===== src/rtl/bcd_to_bin.sv =====
`default_nettype none
// ============================================================================
//  Module      : bcd_to_bin
//  Description : Converts five BCD digits to a 16-bit binary value, one
//                multiply-by-10-and-add step per clock, with start/busy/done.
//  Revision    : 1.0 - initial release
// ============================================================================
module bcd_to_bin (
    input  logic        clk,
    input  logic        rst_n,
    input  logic        start,
    input  logic [3:0]  ten_thous,
    input  logic [3:0]  thousands,
    input  logic [3:0]  hundreds,
    input  logic [3:0]  tens,
    input  logic [3:0]  ones,
    output logic [15:0] numb,
    output logic        busy,
    output logic        done,
    output logic        err
);

    typedef enum logic [0:0] {
        S_IDLE = 1'b0,
        S_CONV = 1'b1
    } state_t;

    localparam logic [2:0] LAST_ITER = 3'd4;

    state_t      state_q, state_d;
    logic [19:0] dig_q,   dig_d;
    logic [16:0] acc_q,   acc_d;
    logic [2:0]  cnt_q,   cnt_d;
    logic        bad_q,   bad_d;
    logic [15:0] numb_q,  numb_d;
    logic        err_q,   err_d;
    logic        done_q,  done_d;
    logic [16:0] acc_next;

    // Current digit sits in the top nibble of the shift register.
    assign acc_next = (acc_q << 3) + (acc_q << 1) + {13'd0, dig_q[19:16]};

    always_comb begin
        state_d = state_q;
        dig_d   = dig_q;
        acc_d   = acc_q;
        cnt_d   = cnt_q;
        bad_d   = bad_q;
        numb_d  = numb_q;
        err_d   = err_q;
        done_d  = 1'b0;
        case (state_q)
            S_IDLE: begin
                if (start) begin
                    dig_d   = {ten_thous, thousands, hundreds, tens, ones};
                    acc_d   = 17'd0;
                    cnt_d   = 3'd0;
                    bad_d   = (ten_thous > 4'd9) || (thousands > 4'd9) ||
                              (hundreds  > 4'd9) || (tens      > 4'd9) ||
                              (ones      > 4'd9);
                    state_d = S_CONV;
                end
            end
            S_CONV: begin
                acc_d = acc_next;
                dig_d = {dig_q[15:0], 4'h0};
                cnt_d = cnt_q + 3'd1;
                if (cnt_q == LAST_ITER) begin
                    state_d = S_IDLE;
                    cnt_d   = 3'd0;
                    done_d  = 1'b1;
                    // Invalid digits take priority over overflow saturation.
                    if (bad_q) begin
                        numb_d = 16'h0000;
                        err_d  = 1'b1;
                    end else if (acc_next[16]) begin
                        numb_d = 16'hFFFF;
                        err_d  = 1'b1;
                    end else begin
                        numb_d = acc_next[15:0];
                        err_d  = 1'b0;
                    end
                end
            end
        endcase
    end

    always_ff @(posedge clk or negedge rst_n) begin
        if (!rst_n) begin
            state_q <= S_IDLE;
            dig_q   <= 20'd0;
            acc_q   <= 17'd0;
            cnt_q   <= 3'd0;
            bad_q   <= 1'b0;
            numb_q  <= 16'd0;
            err_q   <= 1'b0;
            done_q  <= 1'b0;
        end else begin
            state_q <= state_d;
            dig_q   <= dig_d;
            acc_q   <= acc_d;
            cnt_q   <= cnt_d;
            bad_q   <= bad_d;
            numb_q  <= numb_d;
            err_q   <= err_d;
            done_q  <= done_d;
        end
    end

    assign numb = numb_q;
    assign busy = (state_q == S_CONV);
    assign done = done_q;
    assign err  = err_q;

endmodule
`default_nettype wire


===== config.mk =====
export PLATFORM = sky130hd
export DESIGN_NAME = bcd_to_bin
export DESIGN_NICKNAME = d
export VERILOG_FILES = /design/src/rtl/bcd_to_bin.sv
export SDC_FILE = /design/constraint.sdc
export NUM_CORES = 1
export LEC_CHECK = 0
export CAP_MARGIN = 5
export CELL_PAD_IN_SITES_DETAIL_PLACEMENT = 1
export CELL_PAD_IN_SITES_GLOBAL_PLACEMENT = 2
export CORE_MARGIN = 2
export CORE_UTILIZATION = 33
export CTS_CLUSTER_DIAMETER = 60
export DETAILED_ROUTE_END_ITERATION = 7
export MAX_ROUTING_LAYER = met4
export PLACE_DENSITY = 0.74
export SYNTH_ARGS = -nofsm -noshare
export SYNTH_HDL_FRONTEND = slang
export SYNTH_SLANG_ARGS = --single-unit

===== constraint.sdc =====
create_clock -name clk -period 2.47 [get_ports clk]
set_input_delay 0.247 -clock clk [delete_from_list [all_inputs] [get_ports clk]]
set_output_delay 0.247 -clock clk [all_outputs]
set_load 0.1 [all_outputs]

==> flow_metrics.py <==
metrics = {
    "outcome": {
        "outcome": "finished with violations",
        "violations": "negative setup slack",
    },
    "place": {
        "placed_cells": 537,
        "hpwl_um": 6920,
        "portBuffers": 41,
        "gp_congestion": 0.849,
    },
    "cells_and_area": {
        "nFillCells": 1167,
        "nets": 472,
        "n_antenna_cell": 0,
        "syn2layout_area_growth_pct": 32.9,
        "multiInputGateArea_sq_um": 2010,
        "post_layout_nonfiller_instances": 557,
        "drive_gt1_share_pct": 30.9,
        "regArea_sq_um": 1480,
        "fin_util_pct": 44.9,
    },
    "floorplanning": {
        "rows": 37,
        "fp.dieW_um": 107,
        "num_io_pins": 42,
        "core_sq_um": 10300,
        "die_y_um": 107,
        "die_area_sq_um": 11300,
        "initial_core_util_pct": 33.8,
    },
    "drt": {
        "drc": 0,
        "avgViaCountPerCell": 5.11,
        "drt-total-wl_um": 9730,
        "drtPass1Iterations": 4,
        "drt_iter0_markers": 98,
        "final_antenna_net_count": 0,
        "wl_per_cell_um": 17.5,
        "vias": 2845,
    },
    "cts": {
        "cts_max_level": 3,
        "cts_root_buffer": "clkbuf_8",
        "clock_latency_ns": 0.35,
        "cts_tree": "built",
        "cts_max_path_buffers": 2,
        "cts_sinks": 59,
        "cts_buffers": 9,
        "path_clk_slew_ns": 0.07,
    },
    "critical_path": {
        "reg2reg_depth": 11,
        "worstSetupEndpointType": "flip-flop",
        "worstReg2RegStart": "acc_q[2]",
        "worstSetupPathType": "reg -> reg",
        "slowest_stage": "fa_1",
        "critical_path_buf_inv_count": 3,
        "path_max_fanout": 3,
        "worst-path-stages": 11,
        "startpoint_type": "flip-flop",
        "r2r_end": "numb[15]",
        "arrival_ns": 2.96,
        "cp.required_ns": 2.65,
        "path_cells": "inv_2 -> fa_1 -> inv_2 -> buf_4 -> ha_4 -> a21oi_2 -> nand4b_1 -> a21oi_2 -> or2_4 -> o311ai_4 -> a22oi_1",
        "ff2ff_setup_slack_ns": -0.30,
        "critPathTopFamily": "adder cells",
        "max_stage_delay_ns": 0.54,
    },
    "yosys": {
        "synth_cells": 333,
        "syn-cell-area_sq_um": 3470,
        "syn_area_per_cell_sq_um": 10.4,
        "yosys-top-cells-count": "dfrtp_1 (59), nand2_1 (46), ha_1 (30)",
        "yosys.area.top_type_share_pct": 42.6,
        "ys_seq_area_share_pct": 42.6,
        "synthArstFlopShare_pct": 100,
        "synth.area.top_cells": "dfrtp_1 (43%), ha_1 (11%), mux2i_1 (6.3%), nand2_1 (5.0%), a2bb2oi_2 (4.3%)",
        "synth_most_common_cell": "dfrtp_1",
        "syn-num-nets": 388,
        "synthFlopType": "dfrtp_1",
        "synth.distinct_cells": 55,
        "synth_top_area_cell": "dfrtp_1",
        "synth_edf_count": 0,
        "synth_seq_cells": 59,
        "yosys_warnings": 0,
    },
    "run": {
        "max_cap_viol_count": 0,
    },
    "global_routing": {
        "grt_pass1_vias": 3040,
        "grt_max_degree": 60,
        "grt_antenna_before_repair": 0,
        "grt_pass1_wl_um": 15700,
        "grt_usage_pct": 18.6,
        "grt_overflow": 0,
    },
    "timing": {
        "clock_skew_ns": 0.00718,
        "setup_tns_ns": -4.99,
        "fin_ws_ns": -0.304,
        "fin_crit_sh_pct": 112,
        "slew_violations": 0,
        "hold_viol_final": 0,
        "max_freq_mhz": 361,
        "relSlewSlack_pct": 36.6,
        "fin_crit_ns": 2.77,
        "setup_viol": 25,
        "rsz0062_at_grt": "true",
        "tightest_slew_ns": 0.951,
    },
    "worst_hold_path": {
        "worst_hold_path_type": "in -> async",
    },
}
[logic make-up after synthesis]
kind of cell | after synthesis | share of synthesized area [%]
AO/OA/AOI/OAI | 101 | 22.1
AND/OR/NAND/NOR | 82 | 10.9
flip-flops | 59 | 42.6
adder cells (fa/ha/maj) | 32 | 12.0
buffers and inverters | 29 | 4.07
multiplexers | 22 | 6.35
XOR/XNOR | 8 | 2.02
[flip-flops by register name (all words and copies together), names as in the netlist]
name / cells
numb: 16
done: 1
acc_q: 16
dig_q: 20
cnt_q: 3
busy: 1
err: 1
bad_q: 1
[area by class of cell]
class                   instances  area share, %
well taps                     136           3.69
clock inverters                 5          0.651
clock buffers                  10           2.98
inverters                      14           1.14
multi-input cells             245           43.5
flip-flops and latches         59           32.0
repair buffers                 88           16.0
[worst reg2reg max path: stages, from the launching register on]
cell and delay (ns):
dfrtp_1 0.38, inv_2 0.06, fa_1 0.54, inv_2 0.05, buf_4 0.14, ha_4 0.23
a21oi_2 0.17, nand4b_1 0.20, a21oi_2 0.08, or2_4 0.29, o311ai_4 0.34, a22oi_1 0.14
[per-layer routing]
metal	wire (um)	part of all wire, %	global-route usage, %	up-vias
met1	4630	48	24.4	1417
li1	-	-	-	1372
met5	0	0	-	-
met2	4670	48	28.8	41
met3	231	2.4	3.00	15
met4	199	2.0	7.61	0
[cell usage in the layout, fill, tap and decap left out, drive strengths merged, types with 3 or more instances in the layout]
master	instances
a211oi	3
a21oi	17
o31ai	5
nand2	46
o22ai	4
nor3	3
nand3	3
clkinv	3
inv	14
dfrtp	59
ha	30
a22o	12
a2bb2oi	14
o21ai	30
xor2	4
nor2	18
xnor2	4
clkdlybuf4s50	21
mux2i	22
clkbuf	10
buf	66
[per-stage QoR]
step,worst slack [ns],area (sq um),hold WS (ns)
2_1_floorplan,-0.106,3490,-0.0486
3_3_place_gp,-0.197,4250,0.0972
5_1_grt,-0.390,4610,0.280
3_5_place_dp,-0.268,4250,0.100
6_report,-0.304,4610,0.264
4_1_cts,-0.280,4510,0.253
[repair_timing]
item / CTS / global route
pin swaps: 5 / 11
resized for setup: 18 / 13
setup buffers: 1 / 4
endpoints found under the setup margin: 24 / 26
hold buffers: 1 / 0
endpoints found under the hold margin: 6 / 0
[how the worst max path moves through the flow]
stage              from  endpoint  slack (ns)
6_report       acc_q[2]  numb[15]       -0.30
5_1_grt        acc_q[2]  numb[15]       -0.39
4_1_cts        acc_q[2]   numb[5]       -0.28
3_5_place_dp   acc_q[2]   numb[1]       -0.27
3_3_place_gp   acc_q[2]   numb[6]       -0.20
2_1_floorplan  acc_q[2]  numb[14]       -0.11
Power is not shown: default switching activity piles up to over one toggle a cycle in this logic, so the estimate is an artifact.
